==> src/rtl/fetch_stage.sv <==
// fetch_stage: instruction-fetch stage of the 5-stage MIPS pipeline.
// Holds the PC, selects the next PC, runs the instruction-memory request FSM
// and owns the IF/ID pipeline register. A hold buffer keeps a word that
// arrived during a hazard stall. The DRAIN state swallows the reply of a
// request that was abandoned by an ID-stage redirect.
module fetch_stage #(
   parameter logic [31:0] RESET_PC = 32'h0000_0000,
   parameter int          CNT_W    = 16
) (
   input  logic             clk,
   input  logic             rst,
   input  logic             PC_write,
   input  logic             IF_ID_write,
   input  logic [1:0]       pc_src,
   input  logic [31:0]      branch_tgt,
   input  logic [31:0]      jump_tgt,
   input  logic [31:0]      jr_tgt,
   output logic             imem_req,
   output logic [31:0]      imem_addr,
   input  logic             imem_ready,
   input  logic [31:0]      imem_rdata,
   output logic [31:0]      instr_ID,
   output logic [31:0]      pc4_ID,
   output logic             valid_ID,
   output logic [CNT_W-1:0] bubble_cnt
);

   typedef enum logic [2:0] {
      S_BOOT  = 3'd0,
      S_FETCH = 3'd1,
      S_WAIT  = 3'd2,
      S_HOLD  = 3'd3,
      S_DRAIN = 3'd4
   } state_t;

   localparam logic [CNT_W-1:0] CNT_MAX = {CNT_W{1'b1}};
   localparam logic [CNT_W-1:0] CNT_ONE = {{(CNT_W-1){1'b0}}, 1'b1};

   // Redirect target for a non-sequential pc_src; the sequential value is the fallback.
   function automatic logic [31:0] f_sel_target(
      input logic [1:0]  sel,
      input logic [31:0] br,
      input logic [31:0] jt,
      input logic [31:0] jr,
      input logic [31:0] seq
   );
      logic [31:0] res;
      case (sel)
         2'b01:   res = br;
         2'b10:   res = jt;
         2'b11:   res = jr;
         default: res = seq;
      endcase
      return res;
   endfunction

   state_t            r_state;
   logic [31:0]       r_pc;
   logic [31:0]       r_req_addr;
   logic [31:0]       r_hold;

   logic              w_got;
   logic [31:0]       w_word;
   logic              w_redirect;
   logic              w_advance;
   logic              w_drain;
   logic [31:0]       w_pc_plus4;
   logic [31:0]       w_target;
   logic [CNT_W-1:0]  w_cnt_next;

   // Request interface: driven straight from state/PC registers, so it drops with async reset.
   assign imem_req  = (r_state == S_FETCH) || (r_state == S_WAIT) || (r_state == S_DRAIN);
   assign imem_addr = (r_state == S_FETCH) ? r_pc : r_req_addr;

   // A word is available when memory answers a live request or the hold buffer is full.
   always_comb begin
      w_got  = 1'b0;
      w_word = imem_rdata;
      case (r_state)
         S_FETCH, S_WAIT: begin
            w_got  = imem_ready;
            w_word = imem_rdata;
         end
         S_HOLD: begin
            w_got  = 1'b1;
            w_word = r_hold;
         end
         default: begin
            w_got  = 1'b0;
            w_word = imem_rdata;
         end
      endcase
   end

   // Redirect/advance decisions and next-PC arithmetic (PC wraps modulo 2^32).
   always_comb begin
      w_pc_plus4 = r_pc + 32'd4;
      w_target   = f_sel_target(pc_src, branch_tgt, jump_tgt, jr_tgt, w_pc_plus4);
      w_redirect = PC_write && (pc_src != 2'b00);
      w_advance  = w_got && PC_write && IF_ID_write;
      if (((r_state == S_FETCH) || (r_state == S_WAIT) || (r_state == S_DRAIN)) && !imem_ready) begin
         w_drain = 1'b1;
      end else begin
         w_drain = 1'b0;
      end
   end

   // Saturating increment for the bubble counter.
   always_comb begin
      if (bubble_cnt == CNT_MAX) begin
         w_cnt_next = bubble_cnt;
      end else begin
         w_cnt_next = bubble_cnt + CNT_ONE;
      end
   end

   // Fetch FSM, PC, hold buffer and IF/ID register, all updated together.
   always_ff @(posedge clk or posedge rst) begin
      if (rst) begin
         r_state    <= S_BOOT;
         r_pc       <= RESET_PC;
         r_req_addr <= RESET_PC;
         r_hold     <= 32'h0000_0000;
         instr_ID   <= 32'h0000_0000;
         pc4_ID     <= 32'h0000_0000;
         valid_ID   <= 1'b0;
         bubble_cnt <= {CNT_W{1'b0}};
      end else begin
         // The outstanding address tracks the PC on every issue cycle.
         if (r_state == S_FETCH) begin
            r_req_addr <= r_pc;
         end

         if (w_redirect) begin
            // Redirect wins: new PC, flush IF/ID, forget any held word.
            r_pc   <= w_target;
            r_hold <= 32'h0000_0000;
            if (IF_ID_write) begin
               instr_ID   <= 32'h0000_0000;
               pc4_ID     <= 32'h0000_0000;
               valid_ID   <= 1'b0;
               bubble_cnt <= w_cnt_next;
            end
            // An unanswered request must have its reply discarded first.
            if (w_drain) begin
               r_state <= S_DRAIN;
            end else begin
               r_state <= S_FETCH;
            end
         end else if (w_advance) begin
            // Normal delivery into IF/ID, from memory or from the hold buffer.
            instr_ID <= w_word;
            pc4_ID   <= w_pc_plus4;
            valid_ID <= 1'b1;
            r_pc     <= w_pc_plus4;
            r_state  <= S_FETCH;
         end else if (w_got) begin
            // Stalled with a word in hand: park it until the hazard clears.
            if (r_state != S_HOLD) begin
               r_hold <= imem_rdata;
            end
            r_state <= S_HOLD;
         end else begin
            // Nothing to deliver: IF/ID takes a bubble if it may load.
            if (IF_ID_write) begin
               instr_ID   <= 32'h0000_0000;
               pc4_ID     <= 32'h0000_0000;
               valid_ID   <= 1'b0;
               bubble_cnt <= w_cnt_next;
            end
            case (r_state)
               S_BOOT:  r_state <= S_FETCH;
               S_FETCH: r_state <= S_WAIT;
               S_WAIT:  r_state <= S_WAIT;
               S_DRAIN: begin
                  if (imem_ready) begin
                     r_state <= S_FETCH;
                  end else begin
                     r_state <= S_DRAIN;
                  end
               end
               default: r_state <= S_BOOT;
            endcase
         end
      end
   end

endmodule

==> config.mk <==
export PLATFORM = sky130hd
export DESIGN_NAME = fetch_stage
export DESIGN_NICKNAME = d
export VERILOG_FILES = /design/src/rtl/fetch_stage.sv
export SDC_FILE = /design/constraint.sdc
export NUM_CORES = 1
export LEC_CHECK = 0
export ABC_AREA = 1
export BUFFER_PORTS_ARGS = -buffer_cell sky130_fd_sc_hd__clkbuf_2
export CELL_PAD_IN_SITES_DETAIL_PLACEMENT = 0
export CELL_PAD_IN_SITES_GLOBAL_PLACEMENT = 2
export CORE_UTILIZATION = 29
export DETAILED_ROUTE_END_ITERATION = 6
export GPL_TIMING_DRIVEN = 0
export HOLD_SLACK_MARGIN = 0.08
export PLACE_DENSITY = 0.8
export SLEW_MARGIN = 20
export SYNTH_ARGS = -nofsm -noshare
export SYNTH_HDL_FRONTEND = slang
export SYNTH_SLANG_ARGS = --single-unit
export TNS_END_PERCENT = 30
==> constraint.sdc <==
create_clock -name clk -period 8.87 [get_ports clk]
set_input_delay 2.661 -clock clk [delete_from_list [all_inputs] [get_ports clk]]
set_output_delay 2.661 -clock clk [all_outputs]
set_load 0.02 [all_outputs]
==> results.yml <==
clock_network:
  cts.sinks: 180
  clkTransAtPathRegs_ns: 0.08
  cts_resized: 0
  cts_tree: "yes"
  cts_made_buffers: 17
  post-cts-setup-buffer-count: 0
  insertion_delay_ns: 0.45
  hold_buffers: 0
  root_buffer: "clkbuf_16"
  clock_path_buffers: 2
  htreeDepth: 4
worst_setup_path:
  worstPathArrival_ns: 2.36
  cp_max_fo: 10
  cpMaxStageDelayCell: "dfrtp_1"
  crit_chain: "inv_1 > nand3b_1 > clkbuf_1 > o21ai_0 > clkbuf_2"
  critPathKind: "register to primary output"
  startpoint_type: "register"
  critical_path_required_ns: 6.21
  end_kind: "primary output"
  cp_slowest_stage_delay_ns: 0.45
synth:
  synth_compound_area_share_pct: 9.45
  synth_common_cells: "nand2_1 (510), dfrtp_1 (180), inv_1 (104)"
  yosysWarnings: 0
  synthTopCellsByArea: "dfrtp_1 (49%), nand2_1 (21%), nand3_1 (4.5%)"
  syn_inst: 1235
  synthMuxAreaShare_pct: 0.244
  yosysTopAreaCell: "dfrtp_1"
  synthArstFlopShare_pct: 100
  avgSynthCellArea_um2: 7.49
  synth-simple-area-share_pct: 32.2
  synthesis.area_um2: 9250
  synth_top_family_by_area: "simple AND/OR/NAND/NOR gates"
  synth_edf_count: 0
  ys_types: 35
  synth_fa_ha_area_share_pct: 0.271
  synth-seq-cells: 180
  synth_fp_nets: 1372
  seq_area_frac_synth_pct: 48.7
  yosys.area_share.xor_xnor_pct: 1.71
  synth_top_area_share_pct: 48.7
  ys.flop_type: "dfrtp_1"
  synth.most_common_cell: "nand2_1"
global_route:
  grt_use_total_pct: 20.8
  overflow: 0
  grt_pass1_wl_um: 51800
  first_global_vias: 8851
  grt_max_degree: 84
  grt_antenna_before_repair: 1
die:
  ios: 249
  dieArea_um2: 32600
  core-area_um2: 31500
  die_h_um: 181
  row_count: 65
  die_width_um: 181
  initial_core_util_pct: 29.4
placed_design:
  place_inst: 1887
  placed_area_um2: 11100
  gp_congestion: 0.875
  io_buffers: 248
  place_hpwl_um: 25500
cells_and_area:
  area_delta_synth_final_pct: 25.9
  nets: 1641
  fin_area_um2: 11600
  diodes: 0
  drive_above_1_share_pct: 22.2
  instances_no_fill: 1918
sta:
  relSlewSlack_pct: 39.0
  report.final.setup_viol: 0
  fin_crit_ns: 5.02
  hold_viol_final: 0
  finalMaxSlewViolations: 0
  fin_setup_tns_ns: 0
  worstMarginPinSlew_ns: 0.916
  period_share_pct: 56.6
  rsz0062_at_grt: "no"
  fin_skew_ns: 0.0121
  max_freq_mhz: 199
drt:
  drt_first_pass_iters: 7
  routed_wl_um: 32900
  antenna_left: 0
  drcViolationCount: 0
  via_count: 9035
  vias_per_cell: 4.71
  post_drt_wl_per_cell_um: 17.2
  dr.first_iter.drc_count: 597
run:
  drv_cap: 0
pwr:
  p_leak_nw: 6.06
  powerDensity_nw_per_um2: 266
  vdd_drop_max_mv: 0.142
worst_hold_path:
  hold_path_class: "register to register"
run_status:
  status: "complete, no violations"
==> critical path: cells and delay by family (launching register included) <==
kind            cells  cell delay [ns]
compound gates      1             0.35
buf+inv             3             0.68
flops               1             0.45
simple gates        1             0.43
==> cell type report <==
type                       instances  area, um2
fill                            3455      19800
timing repair buffer             250       1300
clock inverter                    13        159
inverter                         109        417
sequential                       180       4500
clock buffer                      18        429
multi-input combinational        888       4050
buffer                            58        278
tap                              402        503
==> power breakdown <==
part	total, W	switching [W]	internal (W)
clock network	0.000778	0.000376	0.000402
logic	0.00115	0.000813	0.000339
registers	0.00116	0.000127	0.00104
==> layer usage <==
layer / track usage [%] / wire length (um)
met4: 4.07 / 255
met5: 0 / 0
met1: 29.4 / 16000
met2: 32.8 / 14700
met3: 4.06 / 1890
==> kinds of logic after synthesis <==
logic type | after synthesis
XOR/XNOR | 18
buffers and inverters | 167
AND/OR/NAND/NOR | 720
adder cells (fa/ha/maj) | 2
multiplexers | 2
AO/OA/AOI/OAI | 146
flip-flops | 180
==> sequential cells by signal (all words and copies together), names as in the netlist <==
signal / flops
pc4_ID: 32
r_hold: 32
r_pc: 32
valid_ID: 1
bubble_cnt: 16
instr_ID: 32
r_state: 3
r_req_addr: 32
==> path summary, 6_finish.rpt <==
check                                             from                    endpoint  slack, ns  cells past startpoint
worst max register to register     r_pc[3]$_DFFE_PP0P_        r_pc[14]$_DFFE_PP0P_       6.60                     11
max in group asynchronous                          rst    r_req_addr[31]$_DFF_PP0_       5.64                      4
min in group asynchronous                          rst  bubble_cnt[14]$_DFFE_PP0P_       2.18                      2
worst min register to register  pc4_ID[20]$_DFFE_PP0P_      pc4_ID[20]$_DFFE_PP0P_       0.47                      2
worst max-delay path              r_state[2]$_DFF_PP0_                imem_addr[2]       3.85                      5
worst min-delay path            pc4_ID[20]$_DFFE_PP0P_      pc4_ID[20]$_DFFE_PP0P_       0.47                      2
==> placed cells by master, fill, tap and decap left out, drive strengths merged <==
cell      count
nand4        37
nor3          4
clkbuf      294
or2           5
a21oi         9
nand2       513
nand3b        2
xnor2         9
o21ai        98
buf          32
o41ai         1
nor2         73
bufinv        1
inv         117
mux2          2
ha            2
o211ai       34
nand3        86
clkinvlp      1
dfrtp       180
a32oi         2
xor2          9
o31ai         2
clkinv        3
==> per-stage QoR <==
stage	power (W)	hold WS (ns)	setup slack [ns]	utilization (%)
final	0.00309	0.473	3.85	37.0
after CTS	0.00313	0.480	3.79	37.0
after global placement	0.00233	0.455	-1.23	34.9
after floorplan	0.00190	0.446	1.32	-
after detailed placement	0.00234	0.459	4.14	35.1
after global routing	0.00331	0.496	3.57	37.0
(Power assumes the default switching activity.)
